<file path="config.mk">
export PLATFORM = sky130hd
export DESIGN_NAME = id_ex_skid_reg
export DESIGN_NICKNAME = d
export VERILOG_FILES = /design/src/rtl/id_ex_skid_reg_pkg.sv /design/src/rtl/id_ex_skid_reg_sat_counter.sv /design/src/rtl/id_ex_skid_reg.sv
export SDC_FILE = /design/constraint.sdc
export NUM_CORES = 1
export LEC_CHECK = 0
export BUFFER_PORTS_ARGS = -buffer_cell sky130_fd_sc_hd__buf_2
export CORE_MARGIN = 1
export CORE_UTILIZATION = 39
export DETAILED_ROUTE_END_ITERATION = 8
export GPL_TIMING_DRIVEN = 0
export PLACE_DENSITY = 0.71
export SYNTH_ARGS = -nofsm -noshare
export SYNTH_HDL_FRONTEND = slang
export SYNTH_SLANG_ARGS = --single-unit
</file>
<file path="constraint.sdc">
create_clock -name clk -period 1.8 [get_ports clk]
set_input_delay 0.09 -clock clk [delete_from_list [all_inputs] [get_ports clk]]
set_output_delay 0.09 -clock clk [all_outputs]
set_load 0.005 [all_outputs]
</file>
<file path="src/rtl/id_ex_skid_reg_pkg.sv">
// Shared constants for the ID/EX skid register: control-bit indices, default widths,
// payload field offsets and the occupancy state encoding.
package id_ex_skid_reg_pkg;

  localparam int DEF_CTRL_W   = 7;
  localparam int DEF_DATA_W   = 138;
  localparam int DEF_STATUS_W = 4;
  localparam int DEF_CNT_W    = 16;

  localparam int CTRL_MEM_R = 0;
  localparam int CTRL_MEM_W = 1;
  localparam int CTRL_WB    = 2;
  localparam int CTRL_IMM   = 3;
  localparam int CTRL_BR    = 4;
  localparam int CTRL_SWE   = 5;
  localparam int CTRL_MUL   = 6;

  // Payload layout, LSB first; the shift operand takes the remaining upper bits.
  localparam int PC_LSB    = 0;
  localparam int OP1_LSB   = 32;
  localparam int OP2_LSB   = 64;
  localparam int DEST_LSB  = 96;
  localparam int EXE_LSB   = 100;
  localparam int SIMM_LSB  = 104;
  localparam int SHIFT_LSB = 128;

  typedef enum logic [1:0] {
    ST_EMPTY = 2'd0,
    ST_ONE   = 2'd1,
    ST_FULL  = 2'd2
  } occ_e;

endpackage

</file>
<file path="src/rtl/id_ex_skid_reg_sat_counter.sv">
// Saturating up-counter used for the bubble and flush performance counters.
module sat_counter #(
  parameter int CNT_W = 16
) (
  input  logic             clk_i,
  input  logic             rst_ni,
  input  logic             inc_i,
  output logic [CNT_W-1:0] cnt_o
);

  localparam logic [CNT_W-1:0] ONE = {{(CNT_W-1){1'b0}}, 1'b1};

  logic [CNT_W-1:0] cnt_q, cnt_d;

  always_comb begin
    cnt_d = cnt_q;
    if (inc_i && (cnt_q != {CNT_W{1'b1}})) cnt_d = cnt_q + ONE;
  end

  always_ff @(posedge clk_i or negedge rst_ni) begin
    if (!rst_ni) cnt_q <= '0;
    else         cnt_q <= cnt_d;
  end

  assign cnt_o = cnt_q;

endmodule

</file>
<file path="src/rtl/id_ex_skid_reg.sv">
// Decode-to-execute pipeline register as a two-entry valid/ready skid buffer with
// hazard gating, flush-to-NOP and saturating bubble/flush counters.
module id_ex_skid_reg
  import id_ex_skid_reg_pkg::*;
#(
  parameter int CTRL_W   = DEF_CTRL_W,
  parameter int DATA_W   = DEF_DATA_W,
  parameter int STATUS_W = DEF_STATUS_W,
  parameter int CNT_W    = DEF_CNT_W
) (
  input  logic                clk,
  input  logic                rst,
  input  logic                flush,
  input  logic                hazard,
  input  logic                in_valid,
  output logic                in_ready,
  input  logic [CTRL_W-1:0]   in_ctrl,
  input  logic [DATA_W-1:0]   in_data,
  input  logic [STATUS_W-1:0] in_status,
  output logic                out_valid,
  input  logic                out_ready,
  output logic [CTRL_W-1:0]   out_ctrl,
  output logic [DATA_W-1:0]   out_data,
  output logic [STATUS_W-1:0] out_status,
  output logic [1:0]          occupancy,
  output logic [CNT_W-1:0]    bubble_cnt,
  output logic [CNT_W-1:0]    flush_cnt
);

  typedef struct packed {
    logic [CTRL_W-1:0]   ctrl;
    logic [DATA_W-1:0]   data;
    logic [STATUS_W-1:0] status;
  } ent_t;

  occ_e st_q, st_d;
  ent_t head_q, head_d, skid_q, skid_d, in_ent;
  logic accept, fire;

  // The skid slot is occupied exactly in ST_FULL, so in_ready never sees out_ready.
  assign in_ready = (st_q != ST_FULL) & ~hazard;
  assign out_valid = (st_q != ST_EMPTY);
  assign accept = in_valid & in_ready & ~flush;
  assign fire = out_valid & out_ready;
  assign in_ent = '{ctrl: in_ctrl, data: in_data, status: in_status};

  always_comb begin
    st_d   = st_q;
    head_d = head_q;
    skid_d = skid_q;
    if (flush) begin
      st_d = ST_EMPTY;
    end else begin
      case (st_q)
        ST_EMPTY: if (accept) begin st_d = ST_ONE; head_d = in_ent; end
        ST_ONE: begin
          if (fire && accept) head_d = in_ent;
          else if (fire)      st_d = ST_EMPTY;
          else if (accept)    begin st_d = ST_FULL; skid_d = in_ent; end
        end
        ST_FULL:  if (fire) begin st_d = ST_ONE; head_d = skid_q; end
        default:  st_d = ST_EMPTY;
      endcase
    end
  end

  always_ff @(posedge clk or negedge rst) begin
    if (!rst) begin
      st_q   <= ST_EMPTY;
      head_q <= '0;
      skid_q <= '0;
    end else begin
      st_q   <= st_d;
      head_q <= head_d;
      skid_q <= skid_d;
    end
  end

  assign out_ctrl   = out_valid ? head_q.ctrl : '0;
  assign out_data   = head_q.data;
  assign out_status = head_q.status;
  assign occupancy  = st_q;

  sat_counter #(.CNT_W(CNT_W)) u_bubble_cnt (
    .clk_i  (clk),
    .rst_ni (rst),
    .inc_i  (out_ready & ~out_valid),
    .cnt_o  (bubble_cnt)
  );

  sat_counter #(.CNT_W(CNT_W)) u_flush_cnt (
    .clk_i  (clk),
    .rst_ni (rst),
    .inc_i  (flush & (st_q != ST_EMPTY)),
    .cnt_o  (flush_cnt)
  );

endmodule

</file>
### Word-level counts from Yosys, hierarchy flattened

Index checks and enable logic that the tools add are counted.

| word-level totals | value |
|---|---|
| flip-flop bits (word level) | 332 |
| output and inout port bits | 185 |

| cells by class | value |
|---|---|
| $add $sub $neg | 2 |
| equal/unequal tests | 12 |
| mux-type cells | 12 |
| bitwise logic cells | 11 |
| reductions and logical operators | 9 |

Operator list:

| kind | number |
|---|---|
| 149-bit 2-to-1 mux | 3 |
| 149-bit one-hot mux with 3 select lines | 1 |
| 16-bit by 1-bit adder with 16-bit output (second input constant) | 2 |
| 16-bit inequality test (second input constant) | 2 |
| 2-bit 2-to-1 mux | 6 |
| 5-bit AND reduction | 2 |
| 3-bit inequality test (second input constant) | 3 |
| 2-bit inequality test (second input constant) | 4 |
| 7-bit 2-to-1 mux | 1 |
| 1-bit bitwise AND | 6 |
| 2-bit one-hot mux with 3 select lines | 1 |
| 1-bit inverter | 5 |
| 4-bit inequality test (second input constant) | 1 |
| 4-bit AND reduction | 1 |
| 1-bit logical AND | 3 |
| 3-bit nonzero test | 1 |
| 2-bit by 1-bit == test with 1-bit output (second input constant) | 1 |
| 2-bit == test (second input constant) | 1 |
| 2-bit zero test | 1 |
| 2-bit nonzero test | 1 |

### Depth between registers and ports, before layout

Gate-level depths: netlist of the first run.

| logic depth | value |
|---|---|
| depth after elaboration | 9 |
| mapped depth | 8 |
| gate-level depth less buffers | 6 |

### By module

Synthesis of the first run repeated with hierarchy kept, for this count alone.

| unflattened totals | value |
|---|---|
| cell total of the unflattened synthesis | 1285 |
| area total of the unflattened synthesis | 15493.6 um2 |

Modules (own cells, without submodules):

| module | times used | cells each | area an instance (um2) | sequential area each (um2) |
|---|---|---|---|---|
| id_ex_skid_reg | 1 | 1131 | 13724.4 | 7507.2 |
| sat_counter | 2 | 77 | 884.6 | 400.4 |

### Least setup slack after synthesis of the first run

OpenSTA, ideal clock, no wires.

| timing | value |
|---|---|
| path type | reg2reg |
| start point | register u_bubble_cnt.cnt_q[0], in the netlist u_bubble_cnt.cnt_o[0] |
| end point | register u_bubble_cnt.cnt_q[1], in the netlist u_bubble_cnt.cnt_o[1] |
| arrival | 1820 ps |
| data required time | 1675 ps |
| slack | -144 ps |
| cell stages (with the launch flop) | 6 |
| cells stage by stage | dfrtp_1 -> ha_1 -> and4_1 -> nor3b_1 -> a31oi_1 -> mux2_2 |

| between the ends | value |
|---|---|
| word-level cells in the longest chain between the ends | 2 |

RTL lines:

| what | line | text |
|---|---|---|
| start, declared | id_ex_skid_reg_sat_counter.sv:13 | `logic [CNT_W-1:0] cnt_q, cnt_d;` |
| start signal, assigned | id_ex_skid_reg_sat_counter.sv:22 | `else cnt_q <= cnt_d;` |
| branches (longest 2 deep; another with 16-bit by 1-bit adder with 16-bit output) | - |  |

Parallel ways; which one is timed is not known.
A chain may end at the register's enable or synchronous reset.

### Worst setup path in the final report of the first run

| timing | value |
|---|---|
| start point | register u_bubble_cnt.cnt_q[1], in the netlist u_bubble_cnt.cnt_o[1] |
| end point | register u_bubble_cnt.cnt_q[15], in the netlist u_bubble_cnt.cnt_o[15] |

The elaborated chain is that of the path after synthesis.

==> results.json, run 1 <==
{
  "status": "complete, but fails checks",
  "violations": "negative setup slack",
  "drc": 0,
  "synth.distinct_cells": 32,
  "worstPathMaxFanout": 5,
  "leakage_nw": 9.68,
  "register_area_um2": 8310,
  "synth_edf_count": 0,
  "fp.dieH_um": 198,
  "combPwrFrac_pct": 21.8,
  "final_cells": 2346,
  "fp.dieW_um": 198,
  "cp_top_family": "simple AND/OR/NAND/NOR gates",
  "worstHoldStart": "hazard",
  "grt_pass1_wl_um": 62100,
  "drt_pass1_iterations": 4,
  "hpwl_um": 26200,
  "cpPeakStageDelay_ns": 0.48,
  "final_nets": 1966,
  "avgSynthCellArea_um2": 11.9,
  "antenna_left": 0,
  "slowest_stage": "or4_4",
  "drt_wl_total_um": 40400,
  "cts_sinks": 332,
  "die_area_um2": 39200,
  "fin_crit_sh_pct": 102,
  "fill_cells": 3071,
  "gp_congestion": 0.788,
  "powerDensity_nw_per_um2": 1090,
  "startpoint": "u_bubble_cnt.cnt_o[1]",
  "clock_path_buffers": 3,
  "crit_path_start_kind": "register",
  "grt_max_degree": 121,
  "timing.rr.start": "u_bubble_cnt.cnt_o[1]",
  "layout-drive-gt1-share_pct": 43.6,
  "slew_headroom_pct": 50.0,
  "dp.cells": 2110,
  "rsz0062_at_grt": "true",
  "clk_pin_slew_ns": 0.06,
  "cts_buffers": 38,
  "syn_area_um2": 15000,
  "worstSetupPathType": "register to register",
  "worst-path-stages": 6,
  "hold_viol_final": 0,
  "r2r_cells": 6,
  "netSwitchingPower_mw": 5.94,
  "synth_area_leader_cell": "dfrtp_1",
  "yosys_warnings": 0,
  "grt_usage_pct": 20.2,
  "design_area_um2": 20800,
  "start_util_pct": 39.7,
  "wire_per_inst_um": 17.2,
  "fin_crit_ns": 1.83,
  "synth_most_common_cell": "dfrtp_1",
  "grt_pass1_vias": 12000,
  "synthArstFlopShare_pct": 100,
  "cts_tree": "built",
  "critPathBufInv": 0,
  "synthesis.nets": 1415,
  "place_area_um2": 17400,
  "design.core.area_um2": 37800,
  "setup_viol": 3,
  "synth-main-ff-cell": "dfrtp_1",
  "io_pins": 340,
  "p_seq_share_pct": 43.4,
  "required_ns": 2.26,
  "pwr-share-clk_pct": 34.8,
  "fin_worst_skew_ns": 0.0126,
  "r2r_end": "u_bubble_cnt.cnt_o[15]",
  "drv_cap": 0,
  "slew_viol_final": 0,
  "ys_seq_area_share_pct": 55.4,
  "htreeDepth": 2,
  "whs_ns": 0.112,
  "hp-class": "input pin to register",
  "place_ws_ns": -0.694,
  "ys_ff_latch": 332,
  "drtIter0Drc": 321,
  "cp-end-kind": "register",
  "synth_cells": 1258,
  "areaGrowthSynthToFinish_pct": 38.8,
  "layout_setup_ws_ns": -0.0303,
  "vias": 11300,
  "viasPerCell": 4.83,
  "root_buffer": "clkbuf_16",
  "max_freq_ghz": 0.546,
  "reg2reg_setup_slack_ns": -0.03,
  "std_cell_rows": 71,
  "globalRouteOverflowTotal": 0,
  "endpoint": "u_bubble_cnt.cnt_o[15]",
  "yosys-top-cells-area": "dfrtp_1 (55%), mux2_2 (11%), mux2i_1 (10%)",
  "grt_antenna_before_repair": 2,
  "insertion_delay_ns": 0.54,
  "vdd_drop_max_mv": 0.738,
  "worstPathArrival_ns": 2.29,
  "p_int_mw": 16.7,
  "multiInputGateArea_um2": 5370,
  "netlist.area_leader.share_pct": 55.4,
  "path_cells": "ha_4 > and4_1 > nor3b_4 > or4_4 > nor2_4 > xor2_1",
  "worst_pin_slew_ns": 0.750,
  "place.port_buffers": 339,
  "switching_share_pct": 26.2,
  "yosys-top-cells-count": "dfrtp_1 (332), nor2_1 (158), a21oi_1 (152), mux2_2 (151), mux2i_1 (149)"
}
worst min-delay path by stage:
stage / end / slack (ns) / cells after the start
global placement: occupancy[0] / 0.30 / 2
global route: occupancy[0] / 0.11 / 5
floorplan: head_q[142] / -0.21 / 0
finish: occupancy[0] / 0.11 / 5
detailed placement: skid_q[28] / 0.19 / 1
CTS: occupancy[0] / 0.05 / 5
cells in the final DEF, fill, tap and decap left out, types with 2 or more instances in the layout:
master,Yosys,final
bufinv_16,0,4
nand4_1,9,9
buf_6,0,12
and3_1,6,5
clkbuf_16,0,44
a21oi_1,152,151
mux2i_1,149,148
clkbuf_4,0,13
o21a_1,3,3
clkbuf_1,10,9
xor2_1,11,11
clkbuf_8,0,8
nor2b_1,9,7
nand2_1,16,16
inv_1,2,2
buf_4,143,164
and2_1,2,2
buf_16,0,2
nor2_1,158,156
dfrtp_1,332,327
xnor2_1,18,18
nor2_4,0,3
clkinv_2,0,5
buf_12,0,6
buf_8,0,7
nand3_1,9,9
and4_1,4,4
mux2_2,151,150
dlygate4sd3_1,0,152
buf_2,57,359
dfrtp_2,0,5
logic make-up after synthesis:
group                      share of synthesized area, %
adders and majority gates                         0.167
muxes                                              21.3
DFF                                                55.4
buffers and inverters                              9.37
AOI/OAI and AO/OA                                  5.36
and+or+nand+nor                                    6.67
xor gates and xnor gates                           1.69
registers in the layout, summed over array words and instances, names as in the netlist:
signal and cells:
head_q 7, occupancy 2, out_data 138, out_status 4, skid_q 149, u_bubble_cnt.cnt_o 16
u_flush_cnt.cnt_o 16
power by group through the flow:
stage          logic (mW)  registers, mW  clock network (mW)
2_1_floorplan        2.72           9.70                   0
3_3_place_gp         4.23           9.82                   0
3_5_place_dp         4.37           9.93                   0
4_1_cts              4.79           9.78                8.10
5_1_grt              5.44           10.0                8.40
6_report             4.95           9.84                7.88
worst reg2reg max path, cell delays in order (launching register included):
cell and delay (ns):
dfrtp_1 0.43, ha_4 0.20, and4_1 0.22, nor3b_4 0.17, or4_4 0.48, nor2_4 0.11, xor2_1 0.15
layer usage:
metal	global-route usage (%)	vias up	wire length, um	part of all wire [%]
li1	-	5271	-	-
met1	24.1	5680	16700	41
met2	34.9	307	20000	50
met5	0	-	16	0.040
met3	4.74	76	2340	5.8
met4	8.21	2	1240	3.1
cell type report:
| class | instances | area share (%) |
|---|---|---|
| clock buffer | 55 | 5.32 |
| tap | 511 | 3.07 |
| inverter | 2 | 0.0361 |
| timing repair buffer | 513 | 17.0 |
| antenna | 1 | 0.0120 |
| clock inverter | 10 | 0.740 |
| multi-input combinational | 714 | 25.8 |
| sequential | 332 | 40.0 |
| buffer | 208 | 8.02 |
metrics by stage:
stage	TNS [ns]	power (mW)	util, %
6_report	-0.0533	22.7	55.1
5_1_grt	-0.412	23.9	55.1
4_1_cts	-0.0307	22.7	54.1
3_5_place_dp	-146.49	14.3	46.1
3_3_place_gp	-2041.83	14.1	45.9
2_1_floorplan	0	12.4	-
repair_timing:
action | CTS | global route
endpoints found under the hold margin | 393 | 0
resized for setup | 59 | 72
hold buffers | 152 | 0
setup buffers | 11 | 3
setup endpoints to repair | 264 | 161
pin swaps | 0 | 3
cloned | 0 | 6
No activity file was read; power rests on OpenSTA's default activity.
==> run 2: changes to the inputs <==
--- a/config.mk
+++ b/config.mk
@@ -6,11 +6,14 @@
 export NUM_CORES = 1
 export LEC_CHECK = 0
 export BUFFER_PORTS_ARGS = -buffer_cell sky130_fd_sc_hd__buf_2
+export CELL_PAD_IN_SITES_DETAIL_PLACEMENT = 0
+export CELL_PAD_IN_SITES_GLOBAL_PLACEMENT = 1
 export CORE_MARGIN = 1
 export CORE_UTILIZATION = 39
 export DETAILED_ROUTE_END_ITERATION = 8
 export GPL_TIMING_DRIVEN = 0
-export PLACE_DENSITY = 0.71
+export PLACE_DENSITY = 0.85
+export SKIP_LAST_GASP = 1
 export SYNTH_ARGS = -nofsm -noshare
 export SYNTH_HDL_FRONTEND = slang
 export SYNTH_SLANG_ARGS = --single-unit
==> run 2 against run 1 <==
  * The flow now finishes without violations
  * Wire length decreased by 1.9%
  * Clock skew decreased by 0.0039 ns
  * Worst setup slack improved by 0.040 ns
  * Critical path type is now register to output port
  * Critical endpoint is now in_ready
  * Highest routed layer is now met4
==> results.json, run 2 (synthesis results as in run 1) <==
{
  "antenna_left": 0,
  "wire_per_inst_um": 16.9,
  "drt_pass1_iterations": 5,
  "drc": 0,
  "fin_crit_sh_pct": 99.5,
  "root_buffer": "clkbuf_16",
  "place.port_buffers": 339,
  "fin_util_pct": 54.5,
  "grt_usage_pct": 20.1,
  "vdd_drop_max_mv": 0.809,
  "layout-drive-gt1-share_pct": 43.1,
  "final_nets": 1965,
  "start_util_pct": 39.7,
  "globalRouteOverflowTotal": 0,
  "largest_reg_flops": 149,
  "final_cells": 2349,
  "clock_path_buffers": 3,
  "io_pins": 340,
  "dp.cells": 2111,
  "design.core.area_um2": 37800,
  "drv_cap": 0,
  "worstPathArrival_ns": 1.70,
  "crit_path_start_kind": "register",
  "hp-class": "input pin to asynchronous set/reset pin",
  "fp.dieW_um": 198,
  "die_area_um2": 39200,
  "slew_headroom_pct": 59.0,
  "slew_viol_final": 0,
  "grt_pass1_wl_um": 61700,
  "areaGrowthSynthToFinish_pct": 37.4,
  "setup_tns_ns": 0,
  "insertion_delay_ns": 0.54,
  "grt_pass1_vias": 11700,
  "fp.dieH_um": 198,
  "cts_tree": "built",
  "worstPathMaxFanout": 7,
  "drt_wl_total_um": 39600,
  "grt_antenna_before_repair": 2,
  "final_common_cell": "buf_2",
  "cts_buffers": 39,
  "gp_congestion": 0.817,
  "rsz0062_at_grt": "true",
  "clk_pin_slew_ns": 0.06,
  "power_mw": 22.3,
  "worstSetupPathType": "register to output port",
  "viasPerCell": 4.77,
  "fin_crit_ns": 1.79,
  "std_cell_rows": 71,
  "status": "complete, no violations",
  "powerDensity_nw_per_um2": 1080,
  "cts_sinks": 332,
  "setup_viol": 0,
  "mostFrequentLayoutCells": "buf_2 (355), dfrtp_1 (327), buf_4 (178)",
  "hpwl_um": 25900,
  "max_freq_ghz": 0.559,
  "cp-end-kind": "output port",
  "htreeDepth": 2,
  "top_register": "skid_q",
  "grt_max_degree": 91,
  "worst_pin_slew_ns": 0.615,
  "drtIter0Drc": 278,
  "hold_viol_final": 0,
  "required_ns": 1.71,
  "fin_worst_skew_ns": 0.00870,
  "vias": 11200,
  "leakage_nw": 9.60
}
[run 2: final cells by class]
class	instances	area (um2)
Inverter	2	7.51
Timing Repair Buffer	512	3460
Sequential cell	332	8310
Fill cell	3234	17200
Multi-Input combinational cell	714	5330
Buffer	207	1600
Clock inverter	10	106
Clock buffer	58	1120
Tap cell	511	639
Antenna cell	3	7.51
[run 2: timing repair]
item	4_1_cts	5_1_grt
setup endpoints to repair	264	134
hold buffers	152	0
setup buffers	14	3
gates cloned	1	0
hold endpoints to repair	376	0
gates resized for setup	60	45
pin swaps	3	3
[run 2: routing by layer]
metal	up-vias	global-route usage [%]	wire length, um	share of wire (%)
met5	-	0	0	0
li1	5282	-	-	-
met1	5575	24.3	16700	42
met3	61	5.16	2370	6.0
met2	279	34.4	19500	49
met4	0	7.38	1020	2.6
[run 2: critical path: stages (launching register included)]
cell      delay [ns]
dfrtp_2         0.45
nor2b_1         0.15
clkbuf_8        0.14
buf_12          0.13
buf_12          0.12
nor2_1          0.07
buf_2           0.11
[run 2: path summary, 6_finish.rpt]
kind                       cells past startpoint                     end  slack, ns            startpoint
setup / recovery                               6                in_ready       0.01          occupancy[1]
hold / removal                                 2              skid_q[29]       0.14                   rst
setup reg to reg                               6  u_bubble_cnt.cnt_o[15]       0.02          occupancy[0]
hold reg to reg                                1    u_flush_cnt.cnt_o[5]       0.49  u_flush_cnt.cnt_o[5]
max in group asynchronous                      4             skid_q[109]       0.34                   rst
min in group clk                               5            occupancy[0]       0.15                hazard
[run 2: through the flow]
step / hold WS, ns / area [um2] / worst slack [ns]
global placement: 0.308 / 17300 / -5.78
detailed placement: 0.117 / 17400 / -0.769
global route: 0.157 / 20600 / -0.0470
floorplan: -0.206 / 15000 / 0.00852
CTS: 0.0597 / 20500 / -0.0306
finish: 0.136 / 20600 / 0.00976
[run 2: power breakdown]
group / total (mW) / switching [mW] / internal [mW]
clock network: 7.66 / 3.07 / 4.59
registers: 9.80 / 0.855 / 8.95
logic: 4.85 / 1.95 / 2.90
